==> src/rtl/cp0_irq_nest.sv <==
// Coprocessor-0 block with STATUS/CAUSE/EPC, a COUNT/COMPARE timer, masked level interrupts
// and a stack of saved {IE,IM} contexts so that handlers can nest up to NEST_DEPTH levels.
module cp0_irq_nest #(
  parameter int unsigned NUM_IRQ    = 6,
  parameter int unsigned NEST_DEPTH = 4,
  parameter logic [31:0] EXC_VECTOR = 32'h00400004,
  parameter bit          TIMER_EN   = 1'b1
) (
  input  logic               clk_in,
  input  logic               reset_in,
  input  logic               read_cp0,
  input  logic               write_cp0,
  input  logic [4:0]         destination_reg,
  input  logic [31:0]        write_data,
  input  logic [31:0]        program_counter,
  input  logic               exception_signal,
  input  logic [4:0]         cause_code,
  input  logic               eret_signal,
  input  logic [NUM_IRQ-1:0] irq_in,
  output logic [31:0]        read_data_out,
  output logic [31:0]        status_out,
  output logic [31:0]        exception_address_out,
  output logic               take_exc_out,
  output logic               timer_irq_out,
  output logic               nest_overflow_out
);

  localparam int unsigned   DW         = $clog2(NEST_DEPTH + 1);
  localparam int unsigned   STACK_SIZE = 1 << DW;
  localparam logic [DW-1:0] DEPTH_MAX  = DW'(NEST_DEPTH);
  localparam logic [DW-1:0] DEPTH_ONE  = DW'(1);
  localparam logic [DW-1:0] DEPTH_ZERO = DW'(0);

  localparam logic [4:0] REG_COUNT   = 5'd9;
  localparam logic [4:0] REG_COMPARE = 5'd11;
  localparam logic [4:0] REG_STATUS  = 5'd12;
  localparam logic [4:0] REG_CAUSE   = 5'd13;
  localparam logic [4:0] REG_EPC     = 5'd14;

  logic [31:0]        count_r;
  logic [31:0]        compare_r;
  logic [31:0]        epc_r;
  logic               ie_r;
  logic [7:0]         im_r;
  logic [4:0]         exc_code_r;
  logic               timer_r;
  logic               overflow_r;
  logic [NUM_IRQ-1:0] irq_meta_r;
  logic [NUM_IRQ-1:0] irq_sync_r;
  logic [DW-1:0]      depth_r;
  logic [8:0]         stack_r [0:STACK_SIZE-1];

  logic [7:0]  ip_s;
  logic [31:0] status_s;
  logic [31:0] cause_s;
  logic [31:0] rd_mux_s;
  logic        int_req_s;
  logic        take_s;
  logic        stack_full_s;
  logic        wr_ok_s;
  logic        wr_count_s;
  logic        wr_compare_s;

  // Pending-interrupt vector: synchronised external levels plus the timer in IP[7].
  always_comb begin
    ip_s = 8'h00;
    ip_s[NUM_IRQ-1:0] = irq_sync_r;
    ip_s[7] = timer_r;
  end

  assign status_s     = {16'h0000, im_r, 7'h00, ie_r};
  assign cause_s      = {16'h0000, ip_s, 1'b0, exc_code_r, 2'b00};
  assign stack_full_s = (depth_r == DEPTH_MAX);

  // Arbitration: exception > ERET > interrupt > mtc0.
  always_comb begin
    int_req_s    = ie_r & (|(ip_s & im_r)) & (depth_r < DEPTH_MAX)
                   & ~exception_signal & ~eret_signal;
    take_s       = exception_signal | int_req_s;
    wr_ok_s      = write_cp0 & ~take_s & ~eret_signal;
    wr_count_s   = wr_ok_s & (destination_reg == REG_COUNT);
    wr_compare_s = wr_ok_s & (destination_reg == REG_COMPARE);
  end

  // mfc0 read mux over the current register values.
  always_comb begin
    rd_mux_s = 32'h0000_0000;
    case (destination_reg)
      REG_COUNT:   rd_mux_s = count_r;
      REG_COMPARE: rd_mux_s = compare_r;
      REG_STATUS:  rd_mux_s = status_s;
      REG_CAUSE:   rd_mux_s = cause_s;
      REG_EPC:     rd_mux_s = epc_r;
      default:     rd_mux_s = 32'h0000_0000;
    endcase
  end

  // Output drive; the redirect target follows the winning event of this cycle.
  always_comb begin
    if (read_cp0) begin
      read_data_out = rd_mux_s;
    end else begin
      read_data_out = 32'h0000_0000;
    end
    if (eret_signal && !exception_signal) begin
      exception_address_out = epc_r;
    end else begin
      exception_address_out = EXC_VECTOR;
    end
    status_out        = status_s;
    take_exc_out      = take_s;
    timer_irq_out     = timer_r;
    nest_overflow_out = overflow_r;
  end

  // Two-flop synchroniser for the asynchronous interrupt levels.
  always_ff @(posedge clk_in) begin
    if (reset_in) begin
      irq_meta_r <= {NUM_IRQ{1'b0}};
      irq_sync_r <= {NUM_IRQ{1'b0}};
    end else begin
      irq_meta_r <= irq_in;
      irq_sync_r <= irq_meta_r;
    end
  end

  // COUNT/COMPARE timer; a COMPARE write clears the pending flag even on a match cycle.
  always_ff @(posedge clk_in) begin
    if (reset_in) begin
      count_r   <= 32'h0000_0000;
      compare_r <= 32'h0000_0000;
      timer_r   <= 1'b0;
    end else begin
      if (!TIMER_EN) begin
        count_r <= 32'h0000_0000;
      end else if (wr_count_s) begin
        count_r <= write_data;
      end else begin
        count_r <= count_r + 32'd1;
      end
      if (wr_compare_s) begin
        compare_r <= write_data;
        timer_r   <= 1'b0;
      end else if (TIMER_EN && (count_r == compare_r)) begin
        compare_r <= compare_r;
        timer_r   <= 1'b1;
      end else begin
        compare_r <= compare_r;
        timer_r   <= timer_r;
      end
    end
  end

  // Exception/interrupt entry, ERET context restore and mtc0 of STATUS/CAUSE/EPC.
  always_ff @(posedge clk_in) begin
    if (reset_in) begin
      ie_r       <= 1'b0;
      im_r       <= 8'h00;
      epc_r      <= 32'h0000_0000;
      exc_code_r <= 5'd0;
      depth_r    <= DEPTH_ZERO;
      overflow_r <= 1'b0;
      for (int i = 0; i < STACK_SIZE; i++) begin
        stack_r[i] <= 9'h000;
      end
    end else if (take_s) begin
      epc_r      <= program_counter;
      exc_code_r <= exception_signal ? cause_code : 5'd0;
      ie_r       <= 1'b0;
      if (stack_full_s) begin
        overflow_r <= 1'b1;
      end else begin
        stack_r[depth_r] <= {ie_r, im_r};
        depth_r          <= depth_r + DEPTH_ONE;
      end
    end else if (eret_signal) begin
      if (depth_r != DEPTH_ZERO) begin
        {ie_r, im_r} <= stack_r[depth_r - DEPTH_ONE];
        depth_r      <= depth_r - DEPTH_ONE;
      end
    end else if (wr_ok_s) begin
      case (destination_reg)
        REG_STATUS: begin
          ie_r <= write_data[0];
          im_r <= write_data[15:8];
        end
        REG_CAUSE: exc_code_r <= write_data[6:2];
        REG_EPC:   epc_r      <= write_data;
        default:   epc_r      <= epc_r;
      endcase
    end
  end

endmodule

==> config.mk <==
export PLATFORM = sky130hd
export DESIGN_NAME = cp0_irq_nest
export DESIGN_NICKNAME = d
export VERILOG_FILES = /design/src/rtl/cp0_irq_nest.sv
export SDC_FILE = /design/constraint.sdc
export NUM_CORES = 1
export LEC_CHECK = 0
export ABC_AREA = 1
export CORE_MARGIN = 3
export CORE_UTILIZATION = 54
export CTS_BUF_LIST = sky130_fd_sc_hd__clkbuf_4 sky130_fd_sc_hd__clkbuf_8 sky130_fd_sc_hd__clkbuf_16
export DETAILED_ROUTE_END_ITERATION = 16
export PLACE_DENSITY = 0.82
export RECOVER_POWER = 100
export SLEW_MARGIN = 40
export SYNTH_ARGS = -nofsm -noshare
export SYNTH_HDL_FRONTEND = slang
export SYNTH_SLANG_ARGS = --single-unit
export TNS_END_PERCENT = 100
==> constraint.sdc <==
create_clock -name clk_in -period 2.8 [get_ports clk_in]
set_input_delay 0.84 -clock clk_in [delete_from_list [all_inputs] [get_ports clk_in]]
set_output_delay 0.84 -clock clk_in [all_outputs]
set_load 0.005 [all_outputs]
# [After elaboration in Yosys (flattened, before gate mapping)]
# Memories as Yosys holds them, arrays and structs flattened.
# Cells that the tools add are included.
# Widths: inputs -> output; s select.
[totals] memories=1 ff_bits=127 output_inout_bits=99 wordCells=93 input_bits=86 ramBits=72
[mem_list] name="stack_r" depth=8 width=9 read_ports=1 rd_clocked_by_memory_dff=0 wr=8 line_no="51" rtl="logic [8:0] stack_r [0:STACK_SIZE-1];"
[op_classes] addsub=3 eq_ne=10 bitwise_logic=13 n_lt_le_gt_ge=1 reduce_logical=20 n_mux=34
[ops] cell="$mux 32" n=7
[ops] cell="$pmux 32 s5" n=1
[ops] cell="$add 32x1->32 const B" n=1
[ops] cell="$eq 32x32->1" n=1
[ops] cell="$mux 8" n=4
[ops] cell="$eq 5x4->1 const B" n=5
[ops] cell="$mux 5" n=5
[ops] cell="$mux 3" n=5
[ops] cell="$reduce_bool 2->1" n=7
[ops] cell="$reduce_and 3->1" n=4
[ops] cell="$mux 1" n=11
[ops] cell="$mux 9" n=1
[ops] cell="$reduce_or 9->1" n=1
[ops] cell="$and 1x1->1" n=8
[ops] cell="$and 8x8->8" n=1
[ops] cell="$reduce_or 8->1" n=1
[ops] cell="$ne 2x1->1 const B" n=2
[ops] cell="$reduce_and 4->1" n=1
[ops] cell="$reduce_or 2->1" n=2
[ops] cell="$add 3x1->3 const B" n=1
[ops] cell="$eq 3x3->1 const B" n=1
[ops] cell="$lt 3x3->1 const B" n=1
[ops] cell="$not 1->1" n=3
[ops] cell="$reduce_bool 3->1" n=1
[ops] cell="other kinds (6)" n=6

# [Depth between registers and ports, before layout]
[depth] word_depth=13 depth_mapped=15

# [Worst setup path after synthesis]
# No wires, ideal clock.
[synth_timing] path_kind="input to output" from="input port destination_reg[0]" to="output port read_data_out[26]" cell_stages=10 n_path_buf=2 required_ns=1.960 path_slack_ns=0.166 arrival_time_ns=1.794 path_cell_list="inv_1 nor2_1 nand3_1 nor2_1 buf_2 buf_2 nand2_1 o221ai_1 nand2_1 inv_1"
[synth_via] elab_chain_len=3 elab_cells_between_ends=7
[synth_lines] item="start, declared" line_no="13" rtl="input logic [4:0] destination_reg,"
[synth_lines] item="$eq 5x4->1" line_no="88" rtl="case (destination_reg)"
[synth_lines] item="$pmux 32 s5 *" line_no="88"
[synth_lines] item="$mux 32 *" line_no="100" rtl="if (read_cp0) begin"
[synth_lines] item="end, declared" line_no="20" rtl="output logic [31:0] read_data_out,"
# Mark *: on every way between the ends. The rest lies on a longest branch, timed or not.

# [Worst setup path in the final report]
[layout_timing] from="input port destination_reg[2]" to="output port read_data_out[8]"
# The elaborated chain is that of the path after synthesis.

==> results.md <==
* DR iter-0 viols at 1405
* Outcome: complete, but fails checks
* Vias at 12300
* Total CTS buffers at 17
* Die area at around 23000 um^2
* Most frequent cells in the layout: 424 x nand2_1, 396 x nor2_1, 155 x inv_1
* Register area share after synthesis at 41.8%
* Placed Area at 13800 um^2
* Hold WS at 0.411 ns
* Total wire length at around 40000 um
* Fin crit period at 3.02 ns
* Power Dens Cells at 479 nW/um^2
* Initial antenna violation count at 0
* Cells after synthesis at 1683
* FMAX at 331 MHz
* Die W at 150 um
* DR vias/cell at between 5 and 6
* Clk sinks at 199
* RSZ-0062 raised after global routing: true
* Total chip power at 0.00721 W
* Number of routed nets with antenna violations at 0
* Final hold violations at 0
* Post-synth top area cell: dfxtp_1
* IO Pins at approximately 190
* Sw power at ~0.0022 W
* CTS tree: yes
* Final Net Count at 2002
* Post-cts hold buffer count at 0
* Pin count of the biggest net entering global routing at 54
* Int Pwr at 0.00501 W
* Synth cell types at 34
* Clk pwr share at 34.8%
* Period utilization at 108%
* Worst skew pair latency at approximately 0.45 ns
* Largest buffer count on any clock path at 2
* Final Util at 74.0%
* Failing checks: capacitance limit, slew limit, setup timing
* Vias in the first global route at 11600
* Post-Layout Inst Area at 15100 um^2
* Core area at 20400 um^2
* Gr usage total at roughly a third
* Diodes inserted at 0
* Syn Area/Cell at 6.68 um^2
* Max H-tree Level at 4
* Combinational share of power at 20.8%
* Tightest Pin Transition at 1.99 ns
* Commonest non-fill, non-tap cell in the layout: nand2_1
* Mapped Area at 11300 um^2
* Initial Util at 55.2%
* Setup ws final at -0.219 ns
* Dpl hpwl at 26800 um
* Gp weighted congestion at 0.990
* Row count at 52
* Seq pwr share at between 40 and 50%
* TNS Setup at -9.52 ns
* Top cells by area, synth: dfxtp_1 23%, edfxtp_1 19%, nand2_1 15%
* Root Buffer: clkbuf_16
* Final Max Slew Viols at 36
* Crit start category: primary input
* CP endpoint kind: primary output
* Setup CP Type: primary input to primary output
* DRT Pass-1 Iters at 8
* Arr. time, crit path at 2.18 ns
* Slowest stage delay, CP at 0.20 ns
* Clock transition at path regs at about 0.070 ns
* Max-slew headroom at -32.5%
* Crit path max-delay cell type: a21oi_2
* First-pass GRT wire length at 59900 um
* DRC at 0
* Setup Viol. Count Final at 107
* Synth top area share at 22.6%
* WP data required at 1.96 ns
* Avg WL per Cell at about 18 um
* Share of layout cells above drive strength 1 at 15.9%
* Synth-to-Final Area Change at 34.0%
* Synth warn at 0
* CP max FO at 4
* Worst hold-check path type: register to register
* Grt total ovfl at 0
* Maximum capacitance violations at 1
* Switching Share at 30.6%
* Static Leakage at 6.74 nW
* Peak VDD IR at 0.000430 V
* Clk_skew at 0.0150 ns
* Synth Register Bits at 199
* Number of fill cells at roughly 1500
* I/O Buffers at 161
* Crit path cell chain: buf_8 > nor2_4 > nand3_4 > nor2_4 > buf_6 > buf_6 > nand2_4 > o21ai_4 > nor2_2 > a21oi_2 > buf_2
* Die extent in y at roughly 150 um
## timing repair
| item | in CTS | in global routing |
|---|---|---|
| hold endpoints to repair | 0 | 0 |
| endpoints found under the setup margin | 65 | 32 |
| gates resized for setup | 318 | 72 |
| setup buffers | 26 | 6 |
| pin swaps | 45 | 32 |
| cloned | 2 | 1 |
## flip-flops by register name, summed over array words and instances (netlist names)
signal and flops:
compare_r 32, count_r 32, depth_r 3, epc_r 32, exc_code_r 5, ie_r 1, im_r 8, irq_meta_r 6
irq_sync_r 6, nest_overflow_out 1, stack_r 72, timer_irq_out 1
## cells by family (layout without fill, tap and decap cells)
group	after synthesis	count (layout)	synth area share, %
and+or+nand+nor	972	972	35.2
buffers and inverters	279	499	10.5
DFF	199	199	41.8
AOI/OAI and AO/OA	198	198	9.65
xor gates and xnor gates	30	30	2.34
adders and majority gates	4	4	0.445
other	1	23	0.0333
## stage by stage
step / worst slack [ns] / std cells
finish: -0.219 / 2195
global placement: -1.01 / 2132
detailed placement: -1.06 / 2132
global route: -0.253 / 2195
floorplan: 0.166 / 1705
CTS: -0.178 / 2191
## power by group through the flow
stage                     logic [W]  registers [W]  clock network, W
after floorplan            0.000806        0.00324                 0
after global routing        0.00162        0.00321           0.00263
final                       0.00150        0.00320           0.00251
after CTS                   0.00145        0.00320           0.00251
after global placement      0.00138        0.00326                 0
after detailed placement    0.00141        0.00326                 0
## synth_stat cells
cell       number
a21oi_1        36
buf_1           3
buf_2          27
buf_4          27
clkbuf_1       45
clkbuf_2        1
clkinv_1       10
conb_1          1
dfxtp_1       127
edfxtp_1       72
ha_1            4
inv_1         160
inv_2           6
nand2_1       439
nand2_2         4
nand3_1        59
nand3_4         8
nand4_1        24
nand4_2         1
nor2_1        416
nor2_2          2
nor2_8          1
nor3_1         17
nor3_2          1
o2111ai_1       1
o211ai_1        7
o21a_1          1
o21ai_0       119
o21ai_1         3
o221ai_1        7
o22ai_1        18
o2bb2ai_1       6
xnor2_1        18
xor2_1         12
## area by class of cell
type,count,area (um^2),share of cell area (%)
well taps,270,338,2.24
multi-input cells,1227,5990,39.7
clock buffers,19,458,3.04
clock inverters,13,134,0.888
repair buffers,291,2780,18.4
inverters,176,674,4.47
flip-flops and latches,199,4700,31.2
## worst paths after layout
check                                         startpoint  cells past startpoint                          end  slack, ns
worst min register to register  irq_meta_r[4]$_SDFF_PP0_                      2     irq_sync_r[4]$_SDFF_PP0_       0.41
worst max-delay path                  destination_reg[2]                     11             read_data_out[8]      -0.22
worst max register to register  irq_sync_r[3]$_SDFF_PP0_                     13  stack_r[7][6]$_SDFFCE_PN0P_       0.13
worst min-delay path            irq_meta_r[4]$_SDFF_PP0_                      2     irq_sync_r[4]$_SDFF_PP0_       0.41
## worst max-delay path, delay by kind of cell
kind / cells / cell delay (ns)
buffers and inverters: 4 / 0.52
AND/OR/NAND/NOR: 5 / 0.55
AO/OA/AOI/OAI: 2 / 0.27
## per-layer routing
| metal | vias to the layer above | global-route usage (%) | wire length, um |
|---|---|---|---|
| li1 | 5713 | - | - |
| met1 | 5605 | 41.7 | 14600 |
| met2 | 751 | 56.8 | 18800 |
| met3 | 196 | 5.15 | 3530 |
| met5 | - | 0 | 0 |
| met4 | 0 | 19.0 | 2600 |
(Power assumes the default switching activity.)
==> edit (same settings) <==
`TIMER_EN`: 1'b1 -> 1'b0.
--- a/src/rtl/cp0_irq_nest.sv
+++ b/src/rtl/cp0_irq_nest.sv
@@ -6,3 +6,3 @@
   parameter logic [31:0] EXC_VECTOR = 32'h00400004,
-  parameter bit          TIMER_EN   = 1'b1
+  parameter bit          TIMER_EN   = 1'b0
 ) (
Behaviour: not the same (Yosys sat finds a counterexample within 4 cycles, from zero or initial values and one cycle with reset_in high).
==> edit against the original RTL <==
The flow finishes with violations (negative setup slack). Non-clock buffer count shrank 32. Sequential share of layout area increased by 2.3 points. Synthesized area is 22% lower. Cell area fell by 20%. Worst setup slack improved by 0.14 ns. Power decreased by 11%. Routed wire length fell by 23%. Sequential cell count fell by 33. Largest power group unchanged.
==> edit: results (changes against the original RTL) <==
| Metric | Value |
|---|---|
| Met3 WL | `3.46 mm (was 3.53 mm)` |
| GP Congestion | `0.939 (was 0.990)` |
| Reg-to-Reg Start | `im_r[5]$_SDFFE_PP0P_ (was irq_sync_r[3]$_SDFF_PP0_)` |
| Met1 wire length | `10.8 mm (was 14.6 mm)` |
| Clk power | `0.00236 W (was 0.00251 W)` |
| First-pass GRT wire length | `46.7 mm (was 59.9 mm)` |
| DR iter-0 viols | `1172 (was 1405)` |
| Met1 Track Usage GR | `0.406 (was 0.417)` |
| Worst Path Max Fanout | `5 (was 4)` |
| Drt pass-1 iters | `6 (was 8)` |
| Synthesized instance count | `1259 (was 1683)` |
| Pwr Total | `0.00644 W (was 0.00721 W)` |
| Bufs w/o clock | `259 (was 291)` |
| Hold_ws | `0.405 ns (was 0.411 ns)` |
| Post-synthesis sequential area ratio | `0.463 (was 0.418)` |
| Largest net degree at the start of global routing | `49 (was 54)` |
| Seq_cells | `166 (was 199)` |
| Detailed placer's ending HPWL | `19.5 mm (was 26.8 mm)` |
| Comb_multi_in | `907 (was 1227)` |
| Inverters | `121 (was 176)` |
| Post-Syn Area | `8740 um^2 (was 11300 um^2)` |
| Post-synth top area share | `0.247 (was 0.226)` |
| Multi-input gate area | `4250 um^2 (was 5990 um^2)` |
| Setup Viol. Count Final | `21 (was 107)` |
| Failing checks | `negative setup slack (was max-capacitance violations, max-slew violations, negative setup slack)` |
| Most area-consuming cells after synthesis | `edfxtp_1 (25%), dfxtp_1 (22%), nor2_1 (15%) (was dfxtp_1 (23%), edfxtp_1 (19%), nand2_1 (15%))` |
| Clock Buffer Count | `20 (was 19)` |
| Status | `complete, but fails checks (unchanged)` |
| Synth Area in XOR/XNOR | `0.00301 (was 0.0234)` |
| Lkg Pwr | `5.75 nW (was 6.74 nW)` |
| Seq pwr share | `0.423 (was 0.444)` |
| Actual slew at the worst max-slew pin | `0.799 ns (was 1.99 ns)` |
| Post-Synth Adder-Cell Area | `0.00429 (was 0.00445)` |
| Total GRT Usage | `0.335 (was 0.339)` |
| Vias | `9472 (was 12300)` |
| Layout cells sized above 1 | `0.180 (was 0.159)` |
| Final WS setup | `-0.0822 ns (was -0.219 ns)` |
| Seq area share | `0.335 (was 0.312)` |
| Final nets | `1561 (was 2002)` |
-- edit: changes by cell type after synthesis, moves of 10 or more --
cell and delta:
nand3_1 +20, a21oi_1 -17, nand4_1 -23, nor3_1 -14, xor2_1 -10, nand2_1 -95
clkbuf_1 -14, xnor2_1 -17, dfxtp_1 -33, inv_1 -50, o21ai_0 -82, nor2_1 -65
-- edit: what timing repair did --
item	CTS	global route
buffers inserted	17	2
cloned	6	0
resized for setup	283	64
pin swaps	33	30
setup endpoints to repair	65	46
-- edit: final timing paths --
check / cells after the start / to
max: 11 / read_data_out[18]
min: 2 / irq_sync_r[0]$_SDFF_PP0_
max reg2reg: 13 / stack_r[0][2]$_SDFFCE_PN0P_
min reg2reg: 2 / irq_sync_r[0]$_SDFF_PP0_
-- edit: critical path: stages --
cell     delay, ns
buf_8         0.10
buf_6         0.11
nor2_4        0.11
nand3_4       0.12
buf_6         0.16
inv_8         0.06
buf_12        0.11
buf_16        0.13
nand2_2       0.05
a21oi_2       0.11
buf_2         0.13
